--- src/rtl/bcd_score_counter.sv ---
// Saturating packed-BCD score counter with rising-edge event detect and leading-zero mask.
// Optional decrement input DEC is enabled by defining BCD_SCORE_DEC_EN.
module bcd_score_counter #(
    parameter int unsigned DIGITS = 4
) (
    input  logic                  clk_i,
    input  logic                  resetn_i,
    input  logic                  clr_i,
    input  logic                  inc_i,
`ifdef BCD_SCORE_DEC_EN
    input  logic                  dec_i,
`endif
    input  logic [3:0]            add_i,
    output logic [4*DIGITS-1:0]   out_o,
    output logic [DIGITS-1:0]     lz_mask_o,
    output logic                  max_o
);

    localparam logic [4*DIGITS-1:0] AllNines = {DIGITS{4'h9}};

    logic                inc_q;
    logic                inc_edge;
    logic                dec_edge;
    logic [3:0]          add_c;
    logic [4*DIGITS-1:0] out_q, out_d;
    logic                max_q, max_d;
    logic [4*DIGITS-1:0] sum_inc;
    logic                carry_out;

    assign add_c    = (add_i > 4'd9) ? 4'd9 : add_i;
    assign inc_edge = inc_i & ~inc_q;

`ifdef BCD_SCORE_DEC_EN
    logic                dec_q;
    logic [4*DIGITS-1:0] diff_dec;
    logic                borrow_out;

    assign dec_edge = dec_i & ~dec_q;

    always_comb begin
        logic [4:0] need;
        logic [3:0] dig;
        logic       borrow;
        diff_dec = '0;
        borrow   = 1'b0;
        for (int k = 0; k < int'(DIGITS); k++) begin
            dig  = out_q[4*k +: 4];
            need = ((k == 0) ? {1'b0, add_c} : 5'd0) + {4'b0, borrow};
            if ({1'b0, dig} < need) begin
                diff_dec[4*k +: 4] = 4'({1'b0, dig} + 5'd10 - need);
                borrow             = 1'b1;
            end else begin
                diff_dec[4*k +: 4] = 4'({1'b0, dig} - need);
                borrow             = 1'b0;
            end
        end
        borrow_out = borrow;
    end
`else
    assign dec_edge = 1'b0;
`endif

    // Decimal ripple add; the carry out of the top digit means overflow.
    always_comb begin
        logic [4:0] tmp;
        logic       carry;
        sum_inc = '0;
        carry   = 1'b0;
        for (int k = 0; k < int'(DIGITS); k++) begin
            tmp = {1'b0, out_q[4*k +: 4]} + {4'b0, carry}
                + ((k == 0) ? {1'b0, add_c} : 5'd0);
            if (tmp > 5'd9) begin
                sum_inc[4*k +: 4] = 4'(tmp - 5'd10);
                carry             = 1'b1;
            end else begin
                sum_inc[4*k +: 4] = tmp[3:0];
                carry             = 1'b0;
            end
        end
        carry_out = carry;
    end

    always_comb begin
        out_d = out_q;
        max_d = max_q;
        if (clr_i) begin
            out_d = '0;
            max_d = 1'b0;
        end else if (inc_edge && !dec_edge) begin
            if (carry_out) begin
                out_d = AllNines;
                max_d = 1'b1;
            end else begin
                out_d = sum_inc;
            end
`ifdef BCD_SCORE_DEC_EN
        end else if (dec_edge && !inc_edge && (add_c != 4'd0)) begin
            out_d = borrow_out ? '0 : diff_dec;
            max_d = 1'b0;
`endif
        end
    end

    always_ff @(posedge clk_i) begin
        if (!resetn_i) begin
            out_q <= '0;
            max_q <= 1'b0;
            inc_q <= 1'b1;
`ifdef BCD_SCORE_DEC_EN
            dec_q <= 1'b1;
`endif
        end else begin
            out_q <= out_d;
            max_q <= max_d;
            inc_q <= inc_i;
`ifdef BCD_SCORE_DEC_EN
            dec_q <= dec_i;
`endif
        end
    end

    // Derived only from registered digits, so no path from the event inputs.
    always_comb begin
        logic nz;
        lz_mask_o = '0;
        nz        = 1'b0;
        for (int k = int'(DIGITS) - 1; k >= 1; k--) begin
            nz           = nz | (out_q[4*k +: 4] != 4'd0);
            lz_mask_o[k] = ~nz;
        end
    end

    assign out_o = out_q;
    assign max_o = max_q;

endmodule
--- config.mk ---
export PLATFORM = sky130hd
export DESIGN_NAME = bcd_score_counter
export DESIGN_NICKNAME = d
export VERILOG_FILES = /design/src/rtl/bcd_score_counter.sv
export SDC_FILE = /design/constraint.sdc
export NUM_CORES = 1
export LEC_CHECK = 0
export ABC_CLOCK_PERIOD_IN_PS = 7100
export BUFFER_PORTS_ARGS = -buffer_cell sky130_fd_sc_hd__buf_2
export CAP_MARGIN = 15
export CORE_UTILIZATION = 55
export CTS_BUF_LIST = sky130_fd_sc_hd__clkbuf_4 sky130_fd_sc_hd__clkbuf_8 sky130_fd_sc_hd__clkbuf_16
export CTS_CLUSTER_SIZE = 40
export DETAILED_ROUTE_END_ITERATION = 12
export GPL_ROUTABILITY_DRIVEN = 1
export HOLD_SLACK_MARGIN = 0.03
export PLACE_DENSITY_LB_ADDON = 0.1
export SYNTH_ARGS = -nofsm -noshare
export SYNTH_HDL_FRONTEND = slang
export SYNTH_SLANG_ARGS = --single-unit
--- constraint.sdc ---
create_clock -name clk_i -period 7.1 [get_ports clk_i]
set_input_delay 0.71 -clock clk_i [delete_from_list [all_inputs] [get_ports clk_i]]
set_output_delay 0.71 -clock clk_i [all_outputs]
set_load 0.03 [all_outputs]
==> out/metrics.yaml, run 1 <==
status: "finished clean"
avgViaCountPerCell: 6.19
register_area_um2: 360
fmax_ghz: 0.169
grt_overflow_total: 0
ys_types: 42
drc: 0
root_buffer: "clkbuf_4"
yosysTopAreaCell: "dfxtp_1"
cts_setup_buffers: 0
cts_tree: "done"
antenna_found_initial: 0
dp_hpwl_um: 2460
synth-adder-area-share: 0.126
path_common_cell: "ha_1"
powerDensity_mw_per_mm2: 110
area_delta_synth_final_pct: 10.7
required_ps: 7320
holdWs_ps: 508
ir_worst_vdd_mv: 0.132
grt_max_degree: 17
reg2reg_slack_ps: 1460
drt_iter0_drc: 50
relSlewSlack: 0.638
finalNonFillerCells: 243
drtAntennaViolNets: 0
crit_path_max_incr_delay_ps: 530
cts_max_level: 1
synthXorXnorAreaFrac: 0.0422
fin_util: 0.649
synth_top_area_share: 0.248
critPathMaxFanout: 16
dieHeight_um: 53.4
numCtsBuffers: 3
path_class: "in -> reg"
finalSetupViolations: 0
num_io_pins: 29
hold_path_class: "reg -> reg"
endpoint_kind: "flip-flop"
cap_violations: 0
grt_pass1_vias: 1228
post-place-cells: 240
synthArstFlopShare: 0
final-hold-violation-count: 0
synth_mux_area_frac: 0.0146
fin_crit_sh: 0.834
tns_ps: 0
crit_path_start_kind: "primary input"
synth_compound_area_frac: 0.281
worstPathArrival_ps: 6140
clkTransAtPathRegs_ps: 100
die_area_mm2: 0.00285
slew_viol_final: 0
portBuffers: 27
clock_latency_ps: 290
synth.avg_cell_area_um2: 7.53
ys_seq_area_frac: 0.248
cp_slowest_cell: "or4_1"
rows: 18
worstMarginPinSlew_ps: 542
min_period_ps: 5920
via_count: 1504
wl_per_cell_um: 13.4
syn_area_mm2: 0.00145
synthCells: 193
p_leak_uw: 0.000699
wl_um: 3270
synth_edf_count: 0
synth-main-ff-cell: "dfxtp_1"
cts_resized: 0
dr.pass1.iters: 4
drive_gt1_frac: 0.174
insertedDiodeCount: 0
yosys_warnings: 0
cts_buffer_depth: 2
gp_congestion: 0.840
grt_setup_unrepaired: "no"
multi_input_area_mm2: 0.00101
final_nets: 237
cts.sinks: 18
dieWidth_um: 53.4
grt_pass1_wl_um: 5200
synth.area.top_cells: "dfxtp_1, ha_1, o21ai_0"
initial_utilization: 0.587
final_common_cell: "buf_2"
synth_top_family_by_area: "compound AO/OA/AOI/OAI gates"
synth_seq_cells: 18
mostFrequentLayoutCells: "buf_2, o21ai_0, nor2_1"
fin_skew_ps: 5.48
gr-usage-all-layers: 0.249
cts_hold_buf: 0
synth_nets: 215
fill_cells: 232
coreArea_mm2: 0.00248
synth_simple_gate_area_frac: 0.227
-- stage by stage --
step / setup WS [ps] / power (µW) / cell area (µm²)
floorplan: 1570 / 124 / 1450
global placement: 1070 / 130 / 1590
detailed placement: 921 / 131 / 1590
CTS: 1220 / 179 / 1610
global route: 676 / 186 / 1610
finish: 1180 / 178 / 1610
-- flip-flops by register name, indices dropped and copies added (netlist names) --
register and flops:
out_o 16, inc_q 1, max_o 1
-- metal layers --
layer  global-route usage  up-vias  routed length, µm  part of all wire
met1                0.308      706               1490              0.45
met2                0.406       42               1600              0.49
met4                0.114        0                 61             0.019
li1                     -      748                  -                 -
met3               0.0489        8                117             0.036
met5                    0        -                  0                 0
-- critical path: cells and delay by family --
kind / cells / cell delay, ps
fa+ha+maj: 8 / 2340
buf+inv: 4 / 430
xor+xnor: 1 / 290
compound gates: 10 / 1230
simple gates: 6 / 1100
-- kinds of logic (layout without fill, tap and decap cells) --
family,after synthesis,count (layout)
other,1,1
adder cells (fa/ha/maj),14,14
buffers and inverters,21,41
flip-flops,18,18
multiplexers,2,2
XOR/XNOR,7,7
AO/OA/AOI/OAI,65,65
AND/OR/NAND/NOR,65,65
-- synthesized netlist by cell type, types with 6 or more instances --
cell type / n
nor3_1: 6
clkbuf_1: 8
a21oi_1: 10
nand3_1: 7
nand2b_1: 8
a31oi_1: 6
nand2_1: 8
inv_1: 8
ha_1: 13
dfxtp_1: 18
o21ai_0: 21
nor2_1: 19
-- report_power, final --
part / internal [µW] / switching, µW
clock network: 19.7 / 29.6
logic: 9.72 / 15.9
registers: 102 / 0.873
total: 131 / 46.4
-- area by class of cell --
type | count | area share
tap | 30 | 0.0233
clock buffer | 3 | 0.0140
timing repair buffer | 28 | 0.0886
multi-input combinational | 154 | 0.627
sequential | 18 | 0.224
inverter | 10 | 0.0233
-- worst paths after layout --
path / start / cells past startpoint / endpoint
hold / removal: max_o$_SDFFE_PP0P_ / 2 / max_o$_SDFFE_PP0P_
setup / recovery: add_i[3] / 29 / out_o[10]$_SDFFE_PP0P_
hold reg to reg: max_o$_SDFFE_PP0P_ / 2 / max_o$_SDFFE_PP0P_
setup reg to reg: out_o[0]$_SDFFE_PP0P_ / 26 / out_o[10]$_SDFFE_PP0P_
No activity file was read; power rests on OpenSTA's default activity.
==> run 2, diff against run 1 <==
- ABC_CLOCK_PERIOD_IN_PS: 7100 -> 4900
- CORE_UTILIZATION: 55 -> 49
- clock period: 7.1 -> 4.9 ns (I/O delays scaled with it)
==> run 2 against run 1 <==
Compared with the run above: combinational power up 88%; largest power group unchanged; non-clock buffer count up 29; flip-flop and latch count unchanged; critical endpoint is now out_o[6]$_SDFFE_PP0P_; largest cell class unchanged; clock-buffer cell count up 1; clock skew down 2.9 ps; critical path depth down 2.
==> out/metrics.yaml, run 2 (same netlist as run 1, synthesis figures left out) <==
grt_overflow_total: 0  # unchanged
r2r_cells: 25  # -3.8%
min_period_ps: 4590
fin_crit_sh: 0.937
area_delta_synth_final_pct: 36.1
finalNonFillerCells: 274  # +13%
required_ps: 5130  # -2190 ps
cts.sinks: 18  # unchanged
path_class: "in -> reg"
avgViaCountPerCell: 5.81  # -6.2%
ir_worst_vdd_mv: 0.183  # +39%
drc: 0  # unchanged
holdWs_ps: 364  # -144 ps
dr.pass1.iters: 4  # unchanged
numCtsBuffers: 3  # unchanged
clock_latency_ps: 300  # about the same
slew_viol_final: 0  # unchanged
post-place-cells: 269  # +12%
fill_cells: 228  # -1.7%
antenna_found_initial: 0  # unchanged
wl_um: 3700  # +13%
fmax_ghz: 0.218
worstPathArrival_ps: 4830  # -1310 ps
rows: 19  # +1
cts_buffer_depth: 2  # unchanged
reg2reg_to: "out_o[6]$_SDFFE_PP0P_"
cts_tree: "done"
hold_path_class: "in -> reg"
dieHeight_um: 56.5  # +5.7%
fin_skew_ps: 2.59  # -2.89 ps
finalSetupViolations: 0  # unchanged
grt_max_degree: 16  # -1
portBuffers: 27  # unchanged
num_io_pins: 29  # unchanged
clkTransAtPathRegs_ps: 110  # about the same
final_common_cell: "buf_4"
hold_path_depth: 2  # unchanged
root_buffer: "clkbuf_4"
wl_per_cell_um: 13.5  # +0.49%
relSlewSlack: 0.653  # +0.0149
hold_end: "inc_q$_SDFF_PN1_"
cts_hold_buf: 0  # unchanged
cts_max_level: 1  # unchanged
powerDensity_mw_per_mm2: 147  # +33%
dp_hpwl_um: 2840  # +16%
gr-usage-all-layers: 0.241  # -0.00747
initial_utilization: 0.523  # -0.0642
die_area_mm2: 0.00319  # +12%
final_nets: 266  # +12%
status: "finished clean"
endpoint_kind: "flip-flop"
p_leak_uw: 0.000847  # +21%
via_count: 1591  # +5.8%
grt_pass1_vias: 1437  # +17%
grt_pass1_wl_um: 6230  # +20%
drtAntennaViolNets: 0  # unchanged
reg2reg_slack_ps: 330  # -1130 ps
dieWidth_um: 56.5  # +5.7%
hold_path.startpoint: "resetn_i"
critPathMaxFanout: 4  # -12
worstMarginPinSlew_ps: 520  # -22.3 ps
final-hold-violation-count: 0  # unchanged
mostFrequentLayoutCells: "buf_4, buf_2, dfxtp_1"
r2r-start: "out_o[0]$_SDFFE_PP0P_"
insertedDiodeCount: 0  # unchanged
drive_gt1_frac: 0.374  # +0.201
drt_iter0_drc: 72  # +44%
gp_congestion: 0.850  # +1.2%
crit_path_start_kind: "primary input"
largest_reg_flops: 16  # unchanged
coreArea_mm2: 0.00278  # +12%
cap_violations: 0  # unchanged
-- run 2: changes by cell type in the layout (fill, tap and decap cells not counted), moves of 2 or more --
cell	delta
a21oi_1	-3
a21oi_2	+3
buf_4	+28
ha_1	-7
ha_2	+4
ha_4	+3
nor2_1	-2
nor2_2	+2
o21ai_0	-6
o21ai_1	+3
o21ai_2	+3
xor2_1	-2
xor2_2	+2
-- run 2: layout make-up --
class                      instances  area (µm²)  area share
multi-input combinational        154        1140       0.576
timing repair buffer              57         364       0.184
sequential                        18         360       0.182
inverter                          10        40.0      0.0202
tap                               31        38.8      0.0196
clock buffer                       4        36.3      0.0183
-- run 2: critical path: stages --
cell and delay, ps:
buf_2 100, o21ai_1 120, nand2b_1 70, ha_2 180, inv_2 60, fa_2 440
and2_4 180, o21ai_2 100, ha_2 220, ha_4 220, o21ai_2 110, nand2_1 70
o21ai_1 80, a31oi_1 70, ha_2 240, ha_4 280, o21ai_0 80, nand2_1 90
o21ai_0 70, a31oi_1 190, ha_2 230, ha_4 200, nand2b_4 140, a31oi_4 200
nor3_4 70, or4_1 390, o22ai_1 130
-- run 2: through the flow --
stage / util / power, µW / area [µm²] / TNS [ps] / setup slack, ps
after floorplan: - / 183 / 1550 / 0 / 0.968
after global placement: 0.673 / 198 / 1870 / -918 / -201
after detailed placement: 0.673 / 199 / 1870 / -4250 / -428
after CTS: 0.687 / 291 / 1910 / 0 / 9.91
after global routing: 0.711 / 302 / 1980 / -7.40 / -5.23
final: 0.711 / 291 / 1980 / 0 / 307
-- run 2: metal layers --
metal / wire (µm) / track usage / vias to the layer above
met3: 129 / 0.0392 / 6
li1: - / - / 808
met1: 1660 / 0.297 / 726
met4: 49 / 0.0697 / 0
met2: 1860 / 0.429 / 51
met5: 0 / 0 / -
-- run 2: power by group --
| group | switching (µW) | internal [µW] |
|---|---|---|
| clock network | 49.0 | 45.3 |
| registers | 1.34 | 148 |
| logic | 26.7 | 21.3 |
-- run 2: worst max-delay path by stage --
stage          startpoint                      to  slack (ps)  depth (start not counted)
2_1_floorplan    add_i[2]  out_o[10]$_SDFFE_PP0P_           1                         28
3_3_place_gp     add_i[3]   out_o[6]$_SDFFE_PP0P_        -200                         28
3_5_place_dp     add_i[3]  out_o[10]$_SDFFE_PP0P_        -430                         28
4_1_cts          add_i[3]  out_o[10]$_SDFFE_PP0P_          10                         28
5_1_grt          add_i[3]   out_o[6]$_SDFFE_PP0P_          -5                         29
6_report         add_i[2]   out_o[6]$_SDFFE_PP0P_         310                         27
-- run 2: what timing repair did --
action / in CTS / in global routing
gates resized for setup: 3 / 14
endpoints found under the setup margin: 4 / 16
pin swaps: 0 / 14
setup buffers: 0 / 1
==> run 3, diff against run 2 <==
- BUFFER_PORTS_ARGS: -buffer_cell sky130_fd_sc_hd__buf_2 -> -buffer_cell sky130_fd_sc_hd__buf_4
==> run 3 against run 2 <==
Compared with the run above: combinational power rose by 10%; die area did not move; worst setup slack got worse by 57 ps; total power rose by 1.3%; sequential power barely moved; register-to-register slack got worse by 30 ps.
==> out/metrics.yaml, run 3 (same netlist as run 1, synthesis figures left out) <==
slew_viol_final: 0  # unchanged
dieWidth_um: 56.5  # unchanged
clkTransAtPathRegs_ps: 100  # about the same
avgViaCountPerCell: 5.89  # +1.5%
dr.pass1.iters: 4  # unchanged
final_nets: 269  # +1.1%
grt_setup_unrepaired: "yes"
dieHeight_um: 56.5  # unchanged
met2_wirelength_um: 1960  # +5.5%
rows: 19  # unchanged
dp_hpwl_um: 2920  # +2.8%
insertedDiodeCount: 0  # unchanged
gp_congestion: 0.920  # +8.2%
num_io_pins: 29  # unchanged
ir_worst_vdd_mv: 0.184  # +0.37%
crit_path_start_kind: "primary input"
coreArea_mm2: 0.00278  # unchanged
numCtsBuffers: 3  # unchanged
powerDensity_mw_per_mm2: 141  # -4.2%
path_class: "in -> reg"
worstMarginPinSlew_ps: 530  # +10.0 ps
largest_reg_flops: 16  # unchanged
p_leak_uw: 0.000878  # +3.6%
met3_length_um: 141  # +9.3%
mostFrequentLayoutCells: "buf_4, nor2_1, dfxtp_1"
die_area_mm2: 0.00319  # unchanged
hold_path_class: "in -> reg"
portBuffers: 27  # unchanged
design_area_mm2: 0.00209  # +5.8%
cts_hold_buf: 0  # unchanged
grt_overflow_total: 0  # unchanged
cts_max_level: 1  # unchanged
fin_skew_ps: 3.03  # +0.437 ps
initial_utilization: 0.523  # unchanged
tns_ps: 0  # unchanged
critPathMaxFanout: 6  # +2
cap_violations: 0  # unchanged
cts_buffer_depth: 2  # unchanged
finalSetupViolations: 0  # unchanged
grt_max_degree: 16  # unchanged
finalNonFillerCells: 277  # +1.1%
worstPathArrival_ps: 4880  # +50 ps
drtAntennaViolNets: 0  # unchanged
root_buffer: "clkbuf_4"
fin_crit_sh: 0.949  # +0.0116
cts.sinks: 18  # unchanged
fin_util: 0.752  # +0.0409
fmax_ghz: 0.215  # -1.2%
area_delta_synth_final_pct: 43.9
placed_area_mm2: 0.00195  # +4.4%
grt_pass1_vias: 1494  # +4.0%
final-hold-violation-count: 0  # unchanged
grt_pass1_wl_um: 6170  # -1.0%
via_count: 1632  # +2.6%
min_period_ps: 4650  # +57.0 ps
drive_gt1_frac: 0.394  # +0.0198
wl_per_cell_um: 14.0  # +3.3%
drc: 0  # unchanged
relSlewSlack: 0.646  # -0.00670
final_common_cell: "buf_4"
met1Wirelength_um: 1690  # +1.5%
status: "finished clean"
post-place-cells: 271  # +0.74%
drt_iter0_drc: 76  # +5.6%
required_ps: 5130  # about the same
clock_latency_ps: 300  # about the same
gr-usage-all-layers: 0.239  # -0.00193
cts_tree: "done"
top_layer: "met4"
endpoint_kind: "flip-flop"
wl_um: 3870  # +4.5%
antenna_found_initial: 0  # unchanged
-- run 3: changes by cell type in the layout (fill, tap and decap cells not counted), moves of 2 or more --
cell and delta:
buf_2 -26, buf_4 +29, o21ai_0 -2, o21ai_1 +2
-- run 3: per-layer routing --
layer,GRT usage,vias up
met5,0,-
met4,0.0976,0
met3,0.0392,9
met2,0.434,43
met1,0.275,771
li1,-,809
-- run 3: worst paths after layout --
| path | endpoint | depth (start not counted) | slack, ps | start |
|---|---|---|---|---|
| worst max-delay path | out_o[6]$_SDFFE_PP0P_ | 26 | 250 | add_i[3] |
| worst min-delay path | inc_q$_SDFF_PN1_ | 2 | 360 | resetn_i |
| worst max register to register | out_o[6]$_SDFFE_PP0P_ | 25 | 300 | out_o[0]$_SDFFE_PP0P_ |
| worst min register to register | max_o$_SDFFE_PP0P_ | 2 | 490 | max_o$_SDFFE_PP0P_ |
-- run 3: through the flow --
stage / setup slack (ps) / hold WS (ps) / power [µW]
after floorplan: 0.968 / 563 / 183
after global placement: -122 / 460 / 200
after detailed placement: -335 / 469 / 202
after CTS: 29.4 / 356 / 293
after global routing: -11.4 / 345 / 306
final: 250 / 360 / 295
-- run 3: timing repair --
| action | CTS | global route |
|---|---|---|
| resized for setup | 1 | 23 |
| endpoints found under the hold margin | 0 | 0 |
| buffers inserted | 0 | 1 |
| setup endpoints to repair | 2 | 16 |
| cloned | 0 | 1 |
| pin swaps | 0 | 18 |
-- run 3: worst max-delay path: stages --
cell and delay [ps]:
buf_4 110, nand2b_1 150, buf_4 140, fa_2 420, xor2_2 160, and2_4 170, o21ai_2 120, ha_2 210
ha_4 220, o21ai_2 140, nand2_1 60, o21ai_1 70, a31oi_1 70, ha_2 240, ha_4 290, inv_2 40
a21oi_2 100, o21ai_1 60, a31oi_1 200, ha_2 240, ha_4 210, nand2b_4 140, a31oi_4 200, nor3_4 80
or4_1 400, o22ai_1 120
-- run 3: area by class of cell --
cell class                      instances  area [µm²]
Clock buffer                            4        36.3
Fill cell                             220         689
Inverter                               10        40.0
Multi-Input combinational cell        154        1160
Sequential cell                        18         362
Tap cell                               31        38.8
Timing Repair Buffer                   60         452
-- run 3: where the power goes --
group / total [µW] / switching, µW / internal [µW]
Clock: 93.0 / 47.6 / 45.3
Sequential: 149 / 1.32 / 148
Combinational: 53.0 / 28.2 / 24.8
Total: 295 / 77.2 / 218
